--- src/rtl/fre_gen.sv ---
// Programmable square-wave generator: a restoring divider turns a requested
// frequency into a half-period count, and a counter then toggles sig_out.
module fre_gen #(
    parameter int unsigned CLK_HALF = 25_000_000
) (
    input  logic        clk,
    input  logic        rst,
    input  logic        load,
    input  logic [29:0] fre_in,
    output logic        sig_out,
    output logic        busy,
    output logic        running,
    output logic        err,
    output logic [29:0] half_per
);

    localparam logic [29:0] DVD = 30'(CLK_HALF);

    typedef enum logic [1:0] {IDLE, DIV, RUN} state_t;

    state_t      state_q, state_d;
    logic [29:0] fre_q, fre_d;
    logic [29:0] dvd_q, dvd_d;
    logic [29:0] rem_q, rem_d;
    logic [29:0] quo_q, quo_d;
    logic [4:0]  bit_q, bit_d;
    logic [29:0] cnt_q, cnt_d;
    logic [29:0] half_per_q, half_per_d;
    logic        sig_q, sig_d;
    logic        busy_q, busy_d;
    logic        running_q, running_d;
    logic        err_q, err_d;

    logic [30:0] rem_sh;
    logic [30:0] diff;
    logic        qbit;
    logic [29:0] quo_nxt;

    always_comb begin
        state_d    = state_q;
        fre_d      = fre_q;
        dvd_d      = dvd_q;
        rem_d      = rem_q;
        quo_d      = quo_q;
        bit_d      = bit_q;
        cnt_d      = cnt_q;
        half_per_d = half_per_q;
        sig_d      = sig_q;
        busy_d     = busy_q;
        running_d  = running_q;
        err_d      = err_q;

        // One restoring step: bring down the next dividend bit, subtract if it fits.
        rem_sh  = {rem_q, dvd_q[29]};
        diff    = rem_sh - {1'b0, fre_q};
        qbit    = (rem_sh >= {1'b0, fre_q});
        quo_nxt = {quo_q[28:0], qbit};

        case (state_q)
            IDLE, RUN: begin
                if (load) begin
                    fre_d     = fre_in;
                    err_d     = 1'b0;
                    sig_d     = 1'b0;
                    running_d = 1'b0;
                    cnt_d     = '0;
                    if (fre_in == '0) begin
                        err_d      = 1'b1;
                        half_per_d = '0;
                        state_d    = IDLE;
                    end else begin
                        state_d = DIV;
                        busy_d  = 1'b1;
                        dvd_d   = DVD;
                        rem_d   = '0;
                        quo_d   = '0;
                        bit_d   = '0;
                    end
                end else if (state_q == RUN) begin
                    if (cnt_q == half_per_q - 30'd1) begin
                        sig_d = ~sig_q;
                        cnt_d = '0;
                    end else begin
                        cnt_d = cnt_q + 30'd1;
                    end
                end
            end
            DIV: begin
                rem_d = qbit ? diff[29:0] : rem_sh[29:0];
                dvd_d = {dvd_q[28:0], 1'b0};
                quo_d = quo_nxt;
                if (bit_q == 5'd29) begin
                    half_per_d = quo_nxt;
                    busy_d     = 1'b0;
                    if (quo_nxt == '0) begin
                        err_d   = 1'b1;
                        state_d = IDLE;
                    end else begin
                        running_d = 1'b1;
                        state_d   = RUN;
                    end
                end else begin
                    bit_d = bit_q + 5'd1;
                end
            end
            default: state_d = IDLE;
        endcase
    end

    always_ff @(posedge clk or posedge rst) begin
        if (rst) begin
            state_q    <= IDLE;
            fre_q      <= '0;
            dvd_q      <= '0;
            rem_q      <= '0;
            quo_q      <= '0;
            bit_q      <= '0;
            cnt_q      <= '0;
            half_per_q <= '0;
            sig_q      <= 1'b0;
            busy_q     <= 1'b0;
            running_q  <= 1'b0;
            err_q      <= 1'b0;
        end else begin
            state_q    <= state_d;
            fre_q      <= fre_d;
            dvd_q      <= dvd_d;
            rem_q      <= rem_d;
            quo_q      <= quo_d;
            bit_q      <= bit_d;
            cnt_q      <= cnt_d;
            half_per_q <= half_per_d;
            sig_q      <= sig_d;
            busy_q     <= busy_d;
            running_q  <= running_d;
            err_q      <= err_d;
        end
    end

    assign sig_out  = sig_q;
    assign busy     = busy_q;
    assign running  = running_q;
    assign err      = err_q;
    assign half_per = half_per_q;

endmodule

--- config.mk ---
export PLATFORM = sky130hd
export DESIGN_NAME = fre_gen
export DESIGN_NICKNAME = d
export VERILOG_FILES = /design/src/rtl/fre_gen.sv
export SDC_FILE = /design/constraint.sdc
export NUM_CORES = 1
export LEC_CHECK = 0
export ABC_CLOCK_PERIOD_IN_PS = 14700
export CAP_MARGIN = 20
export CORE_AREA = 4 4 192 194
export CTS_BUF_LIST = sky130_fd_sc_hd__clkbuf_4 sky130_fd_sc_hd__clkbuf_8
export CTS_CLUSTER_DIAMETER = 100
export DETAILED_ROUTE_END_ITERATION = 7
export DIE_AREA = 0 0 196 198
export GPL_ROUTABILITY_DRIVEN = 0
export GPL_TIMING_DRIVEN = 0
export PLACE_DENSITY = 0.55
export SYNTH_ARGS = -nofsm -noshare
export SYNTH_HDL_FRONTEND = slang
export SYNTH_SLANG_ARGS = --single-unit
--- constraint.sdc ---
create_clock -name clk -period 14.7 [get_ports clk]
set_input_delay 1.47 -clock clk [delete_from_list [all_inputs] [get_ports clk]]
set_output_delay 1.47 -clock clk [all_outputs]
set_load 0.005 [all_outputs]
==> impl_metrics.yaml <==
routing:
  detail-route-antenna-nets: 0
  wl_um: 28400
  drtPass1Iterations: 5
  wl_per_cell_um: 16.3
  via_per_inst: 5.07
  dr_total_vias: 8799
  drc: 0
  drt-initial-drc-count: 623
timing:
  rsz0062_at_grt: "no"
  tightest_slew_ns: 0.877
  final.min_clock_period_ns: 4.06
  hold_violations: 0
  fmax_mhz: 246
  final-setup-viol-count: 0
  skew_ns: 0.0188
  fin_tns_setup_ns: 0
  timing.final.max_slew_violations: 0
  relSlewSlack_pct: 40.8
  fin_crit_sh_pct: 27.6
  hold_ws_ns: 0.473
synth:
  synth-async-reset-ratio_pct: 100
  yosys-top-cells-count: "210 x nand2_1, 184 x dfrtp_1, 114 x o21ai_0"
  synth_top_area_share_pct: 44.1
  synth_largest_area_cell: "dfrtp_1"
  ys_types: 65
  synth-seq-cells: 184
  synth_area_um2: 10500
  ys_seq_area_share_pct: 44.1
  synth_edf_count: 0
  syn_area_per_cell_um2: 8.89
  synth.most_common_cell: "nand2_1"
  synth_ff_type: "dfrtp_1"
  synth_warnings: 0
  syn_inst: 1176
  ys_top_cells_by_area: "dfrtp_1 44%, nand2_1 7.5%, o21ai_0 5.5%"
  synth_fp_nets: 1244
critical_path:
  worst_setup_path_end_kind: "register"
  crit_path_cell_trace: "clkbuf_2, or4_4, or3_1, clkbuf_2, or4_1, o22ai_1, nand2_1, or4_4, nor4_4, buf_6, nor3_1"
  critical_path_required_ns: 15.06
  r2r_slack_ns: 10.64
  crit_fanout: 10
  crit-reg2reg-capture: "cnt_q[3]$_DFFE_PP0P_"
  rr_startpoint: "half_per[3]$_DFFE_PP0P_"
  cp_slowest_cell: "nor4_4"
  critPathMaxStageDelay_ns: 0.71
  worst-r2r-cell-count: 11
  arrival_ns: 4.42
  critPathLaunchType: "register"
  crit_cells: 11
  critPathBufInv: 3
  cp_top_family: "simple AND/OR/NAND/NOR gates"
  criticalPathCategory: "register to register"
clocking:
  clk_path_buf_depth: 2
  ctsResizeCount: 0
  cts_buffers: 17
  insertion_delay_ns: 0.50
  post_cts_buffers: 0
  cts_sinks: 184
  clk_pin_slew_ns: 0.10
  root_buffer: "clkbuf_8"
  cts-htree-levels: 4
  ctsHoldBuffers: 0
  cts_tree: "built"
power_and_ir_drop:
  swShare_pct: 47.7
  ir_drop_uv: 96.1
  p_comb_share_pct: 59.8
  power.density_nw_per_um2: 244
  power_frac_clock_pct: 12.4
  p_switching_uw: 1410
  p_seq_share_pct: 27.8
  p_int_uw: 1550
  p_leak_uw: 0.00521
min_path:
  min_to: "dvd_q[21]$_DFFE_PP0P_"
  worstHoldPathCells: 2
  hold_path_class: "register to register"
  min_from: "dvd_q[20]$_DFFE_PP0P_"
grt:
  grtUsageTotal_pct: 14.8
  gr-total-overflow: 0
  grt_max_degree: 96
  antenna_found_initial: 0
  grt_pass1_vias: 8573
  grt_pass1_wl_um: 46600
floorplanning:
  start_util_pct: 29.7
  die_y_um: 198
  core_region_area_um2: 35200
  ios: 67
  die_w_um: 196
  rows: 69
  dieArea_um2: 38800
layout:
  drive_gt1_share_pct: 4.47
  diodes: 0
  nFillCells: 3671
  stdcell_area_um2: 12100
  syn_to_final_growth_pct: 16.1
  nNetsFinal: 1330
outcome:
  status: "complete, no violations"
placement:
  place.port_buffers: 66
  place_area_um2: 11700
  dp_hpwl_um: 21100
run:
  drv_cap: 0
## sequential cells by signal, summed over array words and instances, names as in the netlist
register,count
dvd_q,24
half_per,30
sig_out,1
running,1
busy,1
rem_q,30
state_q,2
cnt_q,30
quo_q,29
err,1
fre_q,30
bit_q,5
## power by group through the flow
stage / sequential (uW) / combinational (uW) / clock, uW
finish: 823 / 1770 / 367
global route: 847 / 1990 / 396
CTS: 821 / 1770 / 376
detailed placement: 831 / 1770 / 0
global placement: 830 / 1740 / 0
floorplan: 780 / 1330 / 0
## cell usage in the layout (no fill, tap or decap), types with 32 or more instances in the layout
| cell | count |
|---|---|
| clkdlybuf4s50_1 | 66 |
| dfrtp_1 | 184 |
| xnor2_1 | 50 |
| nor3_1 | 46 |
| nand2_1 | 210 |
| o21ai_0 | 114 |
| inv_1 | 47 |
| xor2_1 | 43 |
| nand3_1 | 32 |
| ha_1 | 34 |
| clkbuf_1 | 58 |
| nor2_1 | 54 |
## metal layers
metal	wire (um)	global-route usage, %
met5	0	0
met4	490	4.09
met2	12900	23.6
met1	13900	20.9
met3	1070	2.55
## logic make-up (layout without fill, tap and decap cells)
| family | Yosys count | after routing | share of synthesized area (%) |
|---|---|---|---|
| muxes | 30 | 30 | 2.92 |
| xor gates and xnor gates | 93 | 93 | 7.79 |
| adders and majority gates | 35 | 35 | 4.26 |
| and+or+nand+nor | 450 | 450 | 20.5 |
| AOI/OAI and AO/OA | 272 | 272 | 16.3 |
| DFF | 184 | 184 | 44.1 |
| buffers and inverters | 112 | 211 | 4.19 |
## cell type report
cell class | count | area (um2) | area share [%]
Tap cell | 461 | 577 | 4.75
Clock inverter | 15 | 176 | 1.45
Timing Repair Buffer | 67 | 688 | 5.67
Sequential cell | 184 | 4600 | 37.9
Buffer | 64 | 258 | 2.12
Multi-Input combinational cell | 880 | 5410 | 44.6
Inverter | 48 | 188 | 1.55
Clock buffer | 17 | 234 | 1.93
## per-stage QoR
stage / power (uW) / util, % / instances / setup slack [ns]
4_1_cts: 2970 / 34.5 / 1736 / 10.63
3_3_place_gp: 2570 / 33.2 / 1703 / 5.43
6_report: 2960 / 34.5 / 1736 / 10.64
2_1_floorplan: 2110 / - / 1176 / 8.23
3_5_place_dp: 2600 / 33.3 / 1704 / 10.34
5_1_grt: 3230 / 34.5 / 1736 / 10.43
## how the worst max path moves through the flow
stage,startpoint,to,slack (ns)
after floorplan,rst,bit_q[0]$_DFFE_PP0P_,8.23
after global placement,rst,quo_q[24]$_DFFE_PP0P_,5.43
after detailed placement,load,cnt_q[29]$_DFFE_PP0P_,10.34
after CTS,half_per[3]$_DFFE_PP0P_,cnt_q[3]$_DFFE_PP0P_,10.63
after global routing,half_per[0]$_DFFE_PP0P_,cnt_q[5]$_DFFE_PP0P_,10.43
final,half_per[3]$_DFFE_PP0P_,cnt_q[3]$_DFFE_PP0P_,10.64
## worst reg2reg max path, cell delays in order, from the launching register on
cell and delay, ns:
dfrtp_1 0.41, clkbuf_2 0.18, or4_4 0.56, or3_1 0.31, clkbuf_2 0.17, or4_1 0.53, o22ai_1 0.16, nand2_1 0.07
or4_4 0.53, nor4_4 0.71, buf_6 0.24, nor3_1 0.06
(Power assumes the default switching activity.)
